<file path="src/rtl/sd_pkg.sv">
// Shared SD-over-SPI definitions: command indices, data tokens,
// block-read error codes and reader states.
package sd_pkg;

    localparam logic [6:0] CMD0  = 7'd0;
    localparam logic [6:0] CMD1  = 7'd1;
    localparam logic [6:0] CMD17 = 7'h11;

    localparam logic [7:0] TOK_START = 8'hFE;
    localparam logic [7:0] TOK_IDLE  = 8'hFF;

    typedef enum logic [1:0] {
        ERR_OK      = 2'd0,
        ERR_R1      = 2'd1,
        ERR_TIMEOUT = 2'd2,
        ERR_TOKEN   = 2'd3
    } sd_err_e;

    typedef enum logic [2:0] {
        IDLE,
        CMD,
        WAIT_R1,
        WAIT_TOK,
        DATA,
        CRC,
        FINISH
    } rd_state_e;

endpackage

</file>
<file path="src/rtl/sd_rx_counter.sv">
// Byte and token-poll counters for the block reader; saturating,
// with terminal-count flags for the last byte and the last poll.
module sd_rx_counter #(
    parameter int BLOCK_LEN     = 512,
    parameter int TOKEN_TIMEOUT = 1024
) (
    input  logic clk,
    input  logic rst_n,
    input  logic byte_clr,
    input  logic byte_inc,
    input  logic tok_clr,
    input  logic tok_inc,
    output logic byte_last,
    output logic tok_last
);

    localparam int BW = $clog2(BLOCK_LEN + 1);
    localparam int TW = $clog2(TOKEN_TIMEOUT + 1);

    localparam logic [BW-1:0] BYTE_MAX = BW'(BLOCK_LEN);
    localparam logic [BW-1:0] BYTE_END = BW'(BLOCK_LEN - 1);
    localparam logic [TW-1:0] TOK_MAX  = TW'(TOKEN_TIMEOUT);
    localparam logic [TW-1:0] TOK_END  = TW'(TOKEN_TIMEOUT - 1);

    logic [BW-1:0] byte_cnt;
    logic [TW-1:0] tok_cnt;

    always_ff @(posedge clk or negedge rst_n) begin
        if (!rst_n) begin
            byte_cnt <= '0;
            tok_cnt  <= '0;
        end else begin
            if (byte_clr)
                byte_cnt <= '0;
            else if (byte_inc && byte_cnt != BYTE_MAX)
                byte_cnt <= byte_cnt + BW'(1);

            if (tok_clr)
                tok_cnt <= '0;
            else if (tok_inc && tok_cnt != TOK_MAX)
                tok_cnt <= tok_cnt + TW'(1);
        end
    end

    assign byte_last = (byte_cnt == BYTE_END);
    assign tok_last  = (tok_cnt == TOK_END);

endmodule

</file>
<file path="src/rtl/sd_block_reader.sv">
// SPI-mode SD single-block reader: CMD17, token poll, BLOCK_LEN data
// bytes with valid/ready backpressure, CRC discard, trailing idle byte.
module sd_block_reader
    import sd_pkg::*;
#(
    parameter int BLOCK_LEN     = 512,
    parameter int TOKEN_TIMEOUT = 1024,
    parameter int BYTE_ADDR     = 1
) (
    input  logic        clk,
    input  logic        rst_n,
    input  logic        boot_done,
    input  logic        rd_req,
    input  logic [31:0] rd_addr,
    output logic        rd_busy,
    output logic [6:0]  cmd,
    output logic [31:0] arg,
    output logic        SDctrl_start,
    input  logic        SDctrl_available,
    input  logic        SDctrl_valid_status,
    input  logic [6:0]  SDctrl_status,
    output logic        spi_req,
    input  logic        spi_valid,
    input  logic [7:0]  spi_data,
    output logic        cs,
    output logic        data_valid,
    output logic [7:0]  data,
    input  logic        data_ready,
    output logic        done,
    output logic [1:0]  error
);

    rd_state_e   state_q, state_d;
    sd_err_e     err_q, err_d;
    logic [31:0] addr_q, addr_d;
    logic        pend_q, pend_d;
    logic        crc_q, crc_d;
    logic        cs_d, busy_d, start_d, req_d, dv_d, done_d;
    logic [6:0]  cmd_d;
    logic [31:0] arg_d;
    logic [7:0]  data_d;
    logic        byte_clr, byte_inc, tok_clr, tok_inc;
    logic        byte_last, tok_last;

    sd_rx_counter #(
        .BLOCK_LEN     (BLOCK_LEN),
        .TOKEN_TIMEOUT (TOKEN_TIMEOUT)
    ) u_cnt (
        .clk       (clk),
        .rst_n     (rst_n),
        .byte_clr  (byte_clr),
        .byte_inc  (byte_inc),
        .tok_clr   (tok_clr),
        .tok_inc   (tok_inc),
        .byte_last (byte_last),
        .tok_last  (tok_last)
    );

    always_comb begin
        state_d  = state_q;
        err_d    = err_q;
        addr_d   = addr_q;
        pend_d   = pend_q;
        crc_d    = crc_q;
        cs_d     = cs;
        busy_d   = rd_busy;
        cmd_d    = cmd;
        arg_d    = arg;
        start_d  = 1'b0;
        req_d    = 1'b0;
        dv_d     = data_valid;
        data_d   = data;
        done_d   = 1'b0;
        byte_clr = 1'b0;
        byte_inc = 1'b0;
        tok_clr  = 1'b0;
        tok_inc  = 1'b0;

        unique case (state_q)
            IDLE: begin
                if (rd_req && boot_done) begin
                    addr_d   = rd_addr;
                    cs_d     = 1'b0;
                    busy_d   = 1'b1;
                    err_d    = ERR_OK;
                    byte_clr = 1'b1;
                    tok_clr  = 1'b1;
                    state_d  = CMD;
                end
            end
            CMD: begin
                if (SDctrl_available) begin
                    cmd_d   = CMD17;
                    arg_d   = (BYTE_ADDR != 0) ? {addr_q[22:0], 9'd0} : addr_q;
                    start_d = 1'b1;
                    state_d = WAIT_R1;
                end
            end
            WAIT_R1: begin
                if (SDctrl_valid_status) begin
                    if (SDctrl_status == 7'd0) begin
                        tok_clr = 1'b1;
                        state_d = WAIT_TOK;
                    end else begin
                        err_d   = ERR_R1;
                        cs_d    = 1'b1;
                        state_d = FINISH;
                    end
                end
            end
            // Any byte that is neither start nor error token counts as a poll
            WAIT_TOK: begin
                if (!pend_q) begin
                    req_d  = 1'b1;
                    pend_d = 1'b1;
                end else if (spi_valid) begin
                    pend_d = 1'b0;
                    if (spi_data == TOK_START) begin
                        byte_clr = 1'b1;
                        state_d  = DATA;
                    end else if (spi_data[7:5] == 3'b000) begin
                        err_d   = ERR_TOKEN;
                        cs_d    = 1'b1;
                        state_d = FINISH;
                    end else begin
                        tok_inc = 1'b1;
                        if (tok_last) begin
                            err_d   = ERR_TIMEOUT;
                            cs_d    = 1'b1;
                            state_d = FINISH;
                        end
                    end
                end
            end
            DATA: begin
                if (data_valid) begin
                    if (data_ready) begin
                        dv_d     = 1'b0;
                        byte_inc = 1'b1;
                        if (byte_last) begin
                            crc_d   = 1'b0;
                            state_d = CRC;
                        end
                    end
                end else if (pend_q) begin
                    if (spi_valid) begin
                        pend_d = 1'b0;
                        dv_d   = 1'b1;
                        data_d = spi_data;
                    end
                end else if (data_ready) begin
                    req_d  = 1'b1;
                    pend_d = 1'b1;
                end
            end
            CRC: begin
                if (!pend_q) begin
                    req_d  = 1'b1;
                    pend_d = 1'b1;
                end else if (spi_valid) begin
                    pend_d = 1'b0;
                    crc_d  = 1'b1;
                    if (crc_q) begin
                        err_d   = ERR_OK;
                        cs_d    = 1'b1;
                        state_d = FINISH;
                    end
                end
            end
            FINISH: begin
                if (!pend_q) begin
                    req_d  = 1'b1;
                    pend_d = 1'b1;
                end else if (spi_valid) begin
                    pend_d  = 1'b0;
                    done_d  = 1'b1;
                    busy_d  = 1'b0;
                    state_d = IDLE;
                end
            end
            default: state_d = IDLE;
        endcase
    end

    always_ff @(posedge clk or negedge rst_n) begin
        if (!rst_n) begin
            state_q      <= IDLE;
            err_q        <= ERR_OK;
            addr_q       <= '0;
            pend_q       <= 1'b0;
            crc_q        <= 1'b0;
            cs           <= 1'b1;
            rd_busy      <= 1'b0;
            cmd          <= '0;
            arg          <= '0;
            SDctrl_start <= 1'b0;
            spi_req      <= 1'b0;
            data_valid   <= 1'b0;
            data         <= '0;
            done         <= 1'b0;
        end else begin
            state_q      <= state_d;
            err_q        <= err_d;
            addr_q       <= addr_d;
            pend_q       <= pend_d;
            crc_q        <= crc_d;
            cs           <= cs_d;
            rd_busy      <= busy_d;
            cmd          <= cmd_d;
            arg          <= arg_d;
            SDctrl_start <= start_d;
            spi_req      <= req_d;
            data_valid   <= dv_d;
            data         <= data_d;
            done         <= done_d;
        end
    end

    assign error = err_q;

endmodule

</file>
<file path="config.mk">
export PLATFORM = sky130hd
export DESIGN_NAME = sd_block_reader
export DESIGN_NICKNAME = d
export VERILOG_FILES = /design/src/rtl/sd_pkg.sv /design/src/rtl/sd_rx_counter.sv /design/src/rtl/sd_block_reader.sv
export SDC_FILE = /design/constraint.sdc
export NUM_CORES = 1
export LEC_CHECK = 0
export CELL_PAD_IN_SITES_DETAIL_PLACEMENT = 1
export CELL_PAD_IN_SITES_GLOBAL_PLACEMENT = 2
export CORE_ASPECT_RATIO = 0.7
export CORE_UTILIZATION = 28
export DETAILED_ROUTE_END_ITERATION = 12
export PLACE_DENSITY_LB_ADDON = 0.1
export SETUP_SLACK_MARGIN = 0.02
export SKIP_CTS_REPAIR_TIMING = 1
export SYNTH_ARGS = -nofsm -noshare
export SYNTH_HDL_FRONTEND = slang
export SYNTH_HIERARCHICAL = 1
export SYNTH_SLANG_ARGS = --single-unit
export TNS_END_PERCENT = 100
</file>
<file path="constraint.sdc">
create_clock -name clk -period 2.55 [get_ports clk]
set_clock_uncertainty 0.2 [all_clocks]
set_input_delay 0.6375 -clock clk [delete_from_list [all_inputs] [get_ports clk]]
set_output_delay 0.6375 -clock clk [all_outputs]
set_load 0.005 [all_outputs]
</file>
==> flow_metrics.tcl <==
set metrics [dict create \
    layout.nets 534 \
    drt-vias-per-instance 4.70 \
    period_share_pct 94.8 \
    synthFlopType "dfrtp_1" \
    drtIter0Drc 124 \
    ios 110 \
    finalCriticalPeriod_ns 2.42 \
    yosysUniqueCellTypes 55 \
    yosysTopAreaCell "dfrtp_1" \
    leakage_nw 2.51 \
    cp_slowest_stage_delay_ns 0.52 \
    drv_cap 0 \
    grt-ovfl-total 0 \
    fp.dieW_um 149 \
    finalSetupViolCount 0 \
    synthTopCellsByCount "88 x dfrtp_1, 60 x mux2_2, 18 x a21oi_1, 18 x nor2_1, 17 x buf_4" \
    worst_pin_slew_ns 0.514 \
    timing.fmax_mhz 414 \
    numPortBuffers 86 \
    grt_first_pass_wirelength_um 18100 \
    ys_ff_latch 89 \
    cts_tree "done" \
    avgSynthCellArea_um2 11.8 \
    clock-sinks 89 \
    core_mm2 0.0147 \
    h-tree-depth 3 \
    area_growth_syn_to_layout_pct 38.6 \
    timing.final.max_slew_violations 0 \
    cts_root_buf "clkbuf_16" \
    crit_slowest_cell "clkdlybuf4s50_1" \
    clkLatencyLatePin_ns 0.34 \
    cts_buffers 9 \
    die_h_um 105 \
    grt_max_degree 40 \
    p_total_w 0.00600 \
    rsz0062_at_grt "no" \
    synth_edf_count 0 \
    synth-seq-area-share_pct 52.7 \
    worstPathArrival_ns 2.44 \
    antenna_found_initial 0 \
    initial_core_util_pct 28.7 \
    diodes 0 \
    dp_slack_ns -0.342 \
    hpwl_um 7680 \
    post-synth-top-count-cell "dfrtp_1" \
    drive_gt1_share_pct 27.1 \
    hp-class "in2async" \
    globalplace.congestion 0.756 \
    worst-path-buf-inv 2 \
    cts.clk_slew.worst_paths_ns 0.07 \
    fin_area_mm2 0.00586 \
    synth_area_leaders "dfrtp_1 52%, mux2_2 16%, buf_4 3.0%, a21oi_1 2.1%, nor2_1 1.6%" \
    yosysWarnings 6 \
    start_kind "input pin" \
    antenna_left 0 \
    syn_inst 357 \
    required_ns 2.58 \
    cp_top_family "simple AND/OR/NAND/NOR gates" \
    drtPass1Iterations 4 \
    num_vias 3174 \
    synth_area_mm2 0.00423 \
    routed_wl_um 10700 \
    num_rows 37 \
    peakVddDrop_v 0.000370 \
    p_per_area_mw_per_mm2 1020 \
    routedWlPerCell_um 15.8 \
    relSlewSlack_pct 65.5 \
    worstSetupPathType "in2reg" \
    placed_area_mm2 0.00554 \
    synthArstFlopShare_pct 100 \
    worstPathCellList "clkdlybuf4s50_1 > and2_1 > nand3_1 > nor3_2 > buf_4 > nand4_1 > nor3_1 > mux2_2" \
    clock_path_buffers 2 \
    grt_pass1_vias 3451 \
    finalHoldViolCount 0 \
    fin_ws_ns 0.133 \
    drc 0 \
    die-area_mm2 0.0156 \
    status "finished clean" \
    worstSetupEndpointType "flop" \
    grt_usage_pct 14.7 \
    synth_top_cell_area_share_pct 52.1 \
    crit_fanout 7 \
]
[cell type report]
type / count / area (µm²)
Fill cell: 1589 / 8860
Sequential cell: 89 / 2230
Multi-Input combinational cell: 239 / 1840
Timing Repair Buffer: 124 / 1190
Tap cell: 195 / 244
Clock buffer: 10 / 229
Clock inverter: 6 / 75.1
Inverter: 12 / 45.0
[layer usage]
layer	part of all wire, %	global-route usage, %	vias up
met5	0	0	-
met2	44	22.1	66
met4	0.94	4.01	0
met3	5.5	4.85	10
li1	-	-	1503
met1	50	20.2	1595
[sequential cells by signal (all words and copies together), names as in the netlist, 2 cells and up]
register,cells
error,2
addr_q,23
arg,23
data,8
state_q,3
u_cnt/tok_cnt,11
u_cnt/byte_cnt,10
[power by group]
part	leakage (nW)	switching, W	internal, W
Combinational	1.23	0.000938	0.00140
Sequential	1.13	0.000351	0.00195
Clock	0.145	0.000590	0.000774
[cells by family (layout without fill, tap and decap cells)]
logic type	Yosys count	in the layout	share of synthesized area, %
other	1	14	0.0887
AO/OA/AOI/OAI	57	57	9.00
flip-flops	89	89	52.7
adder cells (fa/ha/maj)	4	4	1.18
multiplexers	64	64	17.0
AND/OR/NAND/NOR	96	96	13.7
XOR/XNOR	4	4	0.829
buffers and inverters	42	152	5.47
[stage by stage]
stage	util, %	cells	hold WS [ns]	TNS, ns
after global routing	39.8	675	0.0989	0
after global placement	37.7	659	0.258	-6.88
after floorplan	-	370	0.142	0
final	39.8	675	0.0638	0
after detailed placement	37.7	659	0.253	-7.43
after CTS	39.7	675	0.0803	0
[worst paths after layout]
kind | slack, ns | startpoint | to | cells past startpoint
worst max-delay path | 0.13 | spi_valid | u_cnt/tok_cnt[9] | 8
worst min-delay path | 0.06 | rst_n | u_cnt/byte_cnt[7] | 1
worst max register to register | 0.26 | u_cnt/tok_cnt[0] | state_q[2] | 7
worst min register to register | 0.26 | cs | cs | 2
max in group asynchronous | 1.46 | rst_n | arg[23] | 2
min in group clk | 0.26 | cs | cs | 2
[cell usage in the layout, fill, tap and decap left out, drive strengths merged, types with 3 or more instances in the layout]
cell,n
inv,14
clkbuf,10
buf,39
conb,14
mux2,62
dfrtp,88
xor2,4
and2,3
nand2b,8
o31ai,4
clkdlybuf4s50,85
a31oi,4
or3,5
ha,4
a21oi,18
nor3,7
nor2b,5
o21ai,9
a41oi,3
nor2,20
nand2,9
nand4,12
nand3,8
nor4,7
or4,5
Power figures use the tool's default switching activity.
